[src/rtl/ps2_host_tx.sv]
// PS/2 host-to-device transmitter: inhibits the clock, issues request-to-send,
// shifts one command byte out on device clocks, and checks the device ACK.
module ps2_host_tx #(
   parameter int unsigned CLK_FREQ_HZ      = 100_000_000,
   parameter int unsigned INHIBIT_US       = 100,
   parameter int unsigned START_TIMEOUT_US = 15000,
   parameter int unsigned FRAME_TIMEOUT_US = 2000
) (
   input  logic       clk,
   input  logic       rst_n,
   input  logic [7:0] tx_data,
   input  logic       tx_valid,
   output logic       tx_ready,
   input  logic       ps2_clk_in,
   input  logic       ps2_data_in,
   output logic       ps2_clk_oe,
   output logic       ps2_data_oe,
   output logic       busy,
   output logic       done,
   output logic       ack_ok,
   output logic       err_timeout
);

   localparam int unsigned CYC_PER_US  = CLK_FREQ_HZ / 1_000_000;
   localparam int unsigned INHIBIT_CYC = INHIBIT_US * CYC_PER_US;
   localparam int unsigned START_CYC   = START_TIMEOUT_US * CYC_PER_US;
   localparam int unsigned FRAME_CYC   = FRAME_TIMEOUT_US * CYC_PER_US;
   localparam int unsigned MAX_A       = (INHIBIT_CYC > START_CYC) ? INHIBIT_CYC : START_CYC;
   localparam int unsigned MAX_CYC     = (MAX_A > FRAME_CYC) ? MAX_A : FRAME_CYC;
   localparam int          CNT_W       = $clog2(MAX_CYC + 1);

   localparam logic [CNT_W-1:0] INHIBIT_LAST = CNT_W'(INHIBIT_CYC - 1);
   localparam logic [CNT_W-1:0] START_LAST   = CNT_W'(START_CYC - 1);
   localparam logic [CNT_W-1:0] FRAME_LAST   = CNT_W'(FRAME_CYC - 1);

   typedef enum logic [2:0] {
      S_IDLE,
      S_INHIBIT,
      S_RTS,
      S_XFER,
      S_WAIT_IDLE
   } state_t;

   state_t           r_state;
   logic [CNT_W-1:0] r_cnt;
   logic [3:0]       r_edgeCnt;
   logic [9:0]       r_shift;
   logic             r_dataOe;
   logic             r_ack;
   logic             r_done;
   logic             r_ackOk;
   logic             r_err;
   logic [1:0]       r_clkSync;
   logic [1:0]       r_dataSync;
   logic             r_clkPrev;

   state_t           w_stateNext;
   logic [CNT_W-1:0] w_cntNext;
   logic [3:0]       w_edgeCntNext;
   logic [9:0]       w_shiftNext;
   logic             w_dataOeNext;
   logic             w_ackNext;
   logic             w_doneNext;
   logic             w_ackOkNext;
   logic             w_errNext;
   logic             w_fall;
   logic             w_timeout;

   // Synchronisers reset to the idle-high line level so reset never fakes an edge.
   always_ff @(posedge clk or negedge rst_n) begin
      if (!rst_n) begin
         r_clkSync  <= 2'b11;
         r_dataSync <= 2'b11;
         r_clkPrev  <= 1'b1;
      end else begin
         r_clkSync  <= {r_clkSync[0], ps2_clk_in};
         r_dataSync <= {r_dataSync[0], ps2_data_in};
         r_clkPrev  <= r_clkSync[1];
      end
   end

   assign w_fall = r_clkPrev & ~r_clkSync[1];

   // Before the first device edge the start budget applies, afterwards the frame budget.
   assign w_timeout = (r_edgeCnt == 4'd0) ? (r_cnt == START_LAST) : (r_cnt == FRAME_LAST);

   always_ff @(posedge clk or negedge rst_n) begin
      if (!rst_n) begin
         r_state   <= S_IDLE;
         r_cnt     <= '0;
         r_edgeCnt <= 4'd0;
         r_shift   <= 10'd0;
         r_dataOe  <= 1'b0;
         r_ack     <= 1'b0;
         r_done    <= 1'b0;
         r_ackOk   <= 1'b0;
         r_err     <= 1'b0;
      end else begin
         r_state   <= w_stateNext;
         r_cnt     <= w_cntNext;
         r_edgeCnt <= w_edgeCntNext;
         r_shift   <= w_shiftNext;
         r_dataOe  <= w_dataOeNext;
         r_ack     <= w_ackNext;
         r_done    <= w_doneNext;
         r_ackOk   <= w_ackOkNext;
         r_err     <= w_errNext;
      end
   end

   always_comb begin
      w_stateNext   = r_state;
      w_cntNext     = r_cnt;
      w_edgeCntNext = r_edgeCnt;
      w_shiftNext   = r_shift;
      w_dataOeNext  = r_dataOe;
      w_ackNext     = r_ack;
      w_doneNext    = 1'b0;
      w_ackOkNext   = 1'b0;
      w_errNext     = 1'b0;
      case (r_state)
         S_IDLE: begin
            w_cntNext = '0;
            if (tx_valid) begin
               w_shiftNext = {1'b1, ~^tx_data, tx_data};
               w_stateNext = S_INHIBIT;
            end
         end
         S_INHIBIT: begin
            if (r_cnt == INHIBIT_LAST) begin
               w_cntNext   = '0;
               w_stateNext = S_RTS;
            end else begin
               w_cntNext = r_cnt + 1'b1;
            end
         end
         S_RTS: begin
            w_edgeCntNext = 4'd0;
            w_dataOeNext  = 1'b1;
            w_cntNext     = r_cnt + 1'b1;
            w_stateNext   = S_XFER;
         end
         S_XFER: begin
            w_cntNext = r_cnt + 1'b1;
            if (w_timeout) begin
               w_stateNext  = S_IDLE;
               w_errNext    = 1'b1;
               w_dataOeNext = 1'b0;
               w_cntNext    = '0;
            end else if (w_fall) begin
               w_edgeCntNext = r_edgeCnt + 4'd1;
               if (r_edgeCnt == 4'd0) begin
                  w_cntNext = '0;
               end
               // The stop bit sits in the shift register, so edge 10 releases the line for free.
               if (r_edgeCnt == 4'd10) begin
                  w_ackNext    = ~r_dataSync[1];
                  w_dataOeNext = 1'b0;
                  w_stateNext  = S_WAIT_IDLE;
               end else begin
                  w_dataOeNext = ~r_shift[0];
                  w_shiftNext  = {1'b0, r_shift[9:1]};
               end
            end
         end
         S_WAIT_IDLE: begin
            w_cntNext = r_cnt + 1'b1;
            if (w_timeout) begin
               w_stateNext = S_IDLE;
               w_errNext   = 1'b1;
               w_cntNext   = '0;
            end else if (r_clkSync[1] && r_dataSync[1]) begin
               w_stateNext = S_IDLE;
               w_doneNext  = 1'b1;
               w_ackOkNext = r_ack;
               w_cntNext   = '0;
            end
         end
         default: begin
            w_stateNext = S_IDLE;
         end
      endcase
   end

   assign tx_ready    = (r_state == S_IDLE);
   assign busy        = ~tx_ready;
   assign ps2_clk_oe  = (r_state == S_INHIBIT);
   assign ps2_data_oe = (r_state == S_RTS) | ((r_state == S_XFER) & r_dataOe);
   assign done        = r_done;
   assign ack_ok      = r_ackOk;
   assign err_timeout = r_err;

endmodule

[config.mk]
export PLATFORM = sky130hd
export DESIGN_NAME = ps2_host_tx
export DESIGN_NICKNAME = d
export VERILOG_FILES = /design/src/rtl/ps2_host_tx.sv
export SDC_FILE = /design/constraint.sdc
export NUM_CORES = 1
export LEC_CHECK = 0
export CORE_UTILIZATION = 55
export CTS_CLUSTER_SIZE = 10
export DETAILED_ROUTE_END_ITERATION = 12
export GPL_ROUTABILITY_DRIVEN = 0
export PLACE_DENSITY_LB_ADDON = 0.1
export SYNTH_ARGS = -nofsm -noshare
export SYNTH_HDL_FRONTEND = slang
export SYNTH_SLANG_ARGS = --single-unit
[constraint.sdc]
create_clock -name clk -period 3.3 [get_ports clk]
set_input_delay 0.66 -clock clk [delete_from_list [all_inputs] [get_ports clk]]
set_output_delay 0.66 -clock clk [all_outputs]
set_load 0.1 [all_outputs]
==> flow_summary.rst <==
.. list-table::
   :header-rows: 1

   * - Metric
     - Value
   * - Status
     - finished, final reports clean
   * - Layout cells sized above 1
     - 9.70%
   * - Maximum single-stage delay on the critical path
     - 540 ps
   * - Critical path buffer and inverter count
     - 1
   * - Max rail drop VDD
     - 283 uV
   * - Primary flip-flop cell chosen by synthesis mapping
     - dfrtp_1
   * - Sort of element at the end of the critical path
     - flip-flop
   * - Chip width
     - 71.1 um
   * - Filler Cell Count
     - 377
   * - Unrepaired setup endpoints after global routing
     - false
   * - Class of the most critical setup path
     - flip-flop to flip-flop
   * - Required time reported for the critical path endpoint
     - 3490 ps
   * - Sequence of cells on the critical path
     - inv_1 -> ha_1 -> nor3b_1 -> nand4_1 -> a2111o_1 -> a21o_1 -> and3_1 -> a211o_1
   * - Clock Sinks
     - 48
   * - Wire length reported by the detailed router
     - 5730 um
   * - Switching power total
     - 616 uW
   * - Worst slack, placed
     - 373 ps
   * - Total routing usage reported by global routing
     - 25.4%
   * - Overall via count from detail_route
     - 2237
   * - Area growth from synthesis to layout
     - 11.6%
   * - Gate count after technology mapping
     - 281
   * - Post-detailed-placement half-perimeter wirelength
     - 4000 um
   * - Chip Height
     - 71.1 um
   * - Portion of the post-synthesis area used by sequential elements
     - 45.9%
   * - Total setup buffers inserted after CTS
     - 0
   * - Placement row count
     - 24
   * - Die area
     - 5060 um^2
   * - Tightest slew margin relative to the limit
     - 30.7%
   * - Htree depth
     - 2
   * - Slack of the critical path
     - 319 ps
   * - Post-Route Skew
     - 14.3 ps
   * - Total area of multi-input combinational cells
     - 1330 um^2
   * - Number of placed I/O pins
     - 20
   * - Slowest CP cell
     - a2111o_1
   * - Internal portion of total power
     - 1090 uW
   * - Total grt overflow
     - 0
   * - Family with the most delay on the worst path
     - compound AO/OA/AOI/OAI gates
   * - Setup Viol. Count Final
     - 0
   * - Register Area
     - 1210 um^2
   * - Final Instance Area
     - 2930 um^2
   * - Total iterations of the first detailed-routing run
     - 6
   * - Starting density of the core
     - 58.8%
   * - Area of placed instances
     - 2830 um^2
   * - Count of flip-flops with a built-in enable after synthesis
     - 0
   * - Proportion of power drawn by the clock network
     - 24.4%
   * - Post-route ant nets
     - 0
   * - Core area
     - 4470 um^2
   * - Min Clock Period, post-route
     - 2980 ps
   * - Final Net Count
     - 315
   * - Violation count after the first detailed-route iteration
     - 240
   * - Arrival @ worst endpoint
     - 3170 ps
   * - Least-Margin Pin Slew
     - 1040 ps
   * - TritonCTS clock tree
     - done
   * - Slew Limit Fails
     - 0
   * - Post-synthesis register bit count
     - 48
   * - Hold Buf Count CTS
     - 0
   * - Post-detailed-route DRC marker count
     - 0
   * - Clock latency reported for the late side of the worst-skew pair
     - 310 ps
   * - CTS-repair resized insts
     - 0
   * - Highest net fanout along the worst path
     - 14
   * - Avg Vias per Cell
     - 6.37
   * - Mapped Area
     - 2630 um^2
   * - Post-Route Setup TNS
     - 0 ps
   * - Sequential Power Share
     - 44.4%
   * - First-pass GRT wire length
     - 10100 um
   * - Num CTS Buffers
     - 5
   * - Clock tree buffer depth
     - 2
   * - Via count of the first global-routing pass
     - 2201
   * - Port Buffers
     - 19
   * - Initial antenna violation count
     - 0
   * - Class of the tightest hold or removal check
     - flip-flop to flip-flop
   * - Critical Path Start Type
     - flip-flop
   * - Fmax
     - 335 MHz
   * - Number of hold violations in the final report
     - 0
   * - Largest net degree at the start of global routing
     - 49
   * - Wire per inst
     - 16.3 um
   * - Post-synthesis net count
     - 298
   * - Fraction of registers with async set/reset
     - 100%
   * - Final Cycle Share
     - 90.3%
   * - Number of max-cap violations
     - 0
   * - Average footprint of a synthesized cell
     - 9.36 um^2
   * - Switching part of the total
     - 36.2%
   * - Number of warnings reported in the yosys synthesis log
     - 0
   * - CTS clock-pin slew for the worst setup and hold paths
     - 90 ps
   * - Number of diodes added for antenna fixing
     - 0
   * - Leakage
     - 0.00121 uW
   * - Power per cell area
     - 580 nW/um^2
   * - Clock tree root driver cell
     - clkbuf_8
   * - Count of distinct cell types in the synthesized netlist
     - 49
   * - Part of the power in combinational logic
     - 31.2%
-- stage by stage --
step | total power (uW) | hold slack, ps | std cells | util, %
2_1_floorplan | 1180 | 345 | 281 | -
3_3_place_gp | 1280 | 347 | 343 | 63.2
3_5_place_dp | 1300 | 347 | 343 | 63.2
4_1_cts | 1710 | 359 | 351 | 65.6
5_1_grt | 1790 | 363 | 351 | 65.6
6_report | 1700 | 358 | 351 | 65.6
-- placed cells by master (no fill, tap or decap), types with 2 or more instances in the layout --
master,synthesis,layout
inv_1,10,10
nand4b_1,2,2
nand2b_1,4,4
or4_1,2,2
dfstp_2,5,5
and3b_1,2,2
nor2b_1,3,3
ha_1,4,4
nor2_1,18,18
xnor2_1,8,8
o21ai_1,5,5
o22a_1,17,17
nand3b_1,2,2
nand4_1,4,4
o21ai_0,19,19
and3_1,3,3
dfrtp_1,43,43
nor3b_1,3,3
or3_1,9,9
o22ai_1,3,3
o31ai_1,2,2
nor4_1,7,7
buf_4,0,9
nor3_1,5,5
clkdlybuf4s50_1,0,11
a2111o_1,2,2
nand2_1,21,21
nand3_1,18,18
xor2_1,2,2
a21o_1,7,7
a22o_1,2,2
a21oi_1,18,18
a31oi_1,3,3
or2_2,2,2
clkbuf_8,0,5
o31a_1,2,2
-- area by class of cell --
| type | count | area share [%] |
|---|---|---|
| well taps | 52 | 2.22 |
| multi-input cells | 212 | 45.5 |
| flip-flops and latches | 48 | 41.2 |
| repair buffers | 21 | 6.23 |
| clock buffers | 6 | 2.47 |
| clock inverters | 2 | 1.19 |
| inverters | 10 | 1.28 |
-- power by group through the flow --
stage / clock (uW) / combinational [uW] / sequential [uW]
after floorplan: 0 / 444 / 733
after global placement: 0 / 522 / 760
after detailed placement: 0 / 531 / 765
after CTS: 426 / 532 / 754
after global routing: 448 / 574 / 766
final: 416 / 531 / 756
-- worst paths after layout --
check                      depth (start not counted)       endpoint  slack [ps]     startpoint
hold / removal                                     0  r_dataSync[1]         360  r_dataSync[0]
setup / recovery                                   8      r_cnt[15]         320   r_edgeCnt[0]
setup reg to reg                                   8      r_cnt[15]         320   r_edgeCnt[0]
max in group asynchronous                          1      r_cnt[10]        2110          rst_n
hold reg to reg                                    0  r_dataSync[1]         360  r_dataSync[0]
min in group asynchronous                          1   r_edgeCnt[3]         510          rst_n
-- cell families (layout without fill, tap and decap cells) --
| logic type | after synthesis | count (layout) | share of synthesized area (%) |
|---|---|---|---|
| and+or+nand+nor | 109 | 109 | 22.2 |
| muxes | 1 | 1 | 0.381 |
| buffers and inverters | 21 | 39 | 3.33 |
| DFF | 48 | 48 | 45.9 |
| AOI/OAI and AO/OA | 88 | 88 | 22.9 |
| xor gates and xnor gates | 10 | 10 | 3.33 |
| adders and majority gates | 4 | 4 | 1.90 |
-- registers in the layout, summed over array words and instances (netlist names), 2 cells and up --
register    flops
r_cnt          21
r_clkSync       2
r_edgeCnt       4
r_state         3
r_shift        10
r_dataSync      2
-- per-layer routing --
metal | global-route usage (%) | share of wire (%)
met1 | 36.4 | 50
met3 | 3.56 | 4.9
met5 | 0 | 0
met2 | 39.4 | 44
met4 | 9.33 | 1.5
-- synth_stat cells, drive strengths merged (2+ instances only) --
master	number	area share (%)
a22o	2	0.67
nor3b	3	0.86
nor2b	3	0.71
nor3	5	0.95
xor2	2	0.67
dfrtp	43	41
o31ai	2	0.57
clkbuf	9	1.3
nand2b	4	0.95
nand2	21	3.0
and3	3	0.71
xnor2	8	2.7
a21oi	20	4.4
and3b	2	0.67
o21ai	24	4.6
nand4b	2	0.67
or2	2	0.48
o31a	2	0.67
a31oi	3	0.71
dfstp	5	5.0
nor4	7	1.7
buf	2	0.62
nor2	18	2.6
o22a	17	5.7
or4	3	1.0
a2111o	2	0.86
or3	9	2.1
nand3	18	3.4
inv	10	1.4
nand4	4	0.95
o22ai	3	0.71
ha	4	1.9
a21o	7	2.0
nand3b	2	0.57
No activity file was read; power rests on OpenSTA's default activity.
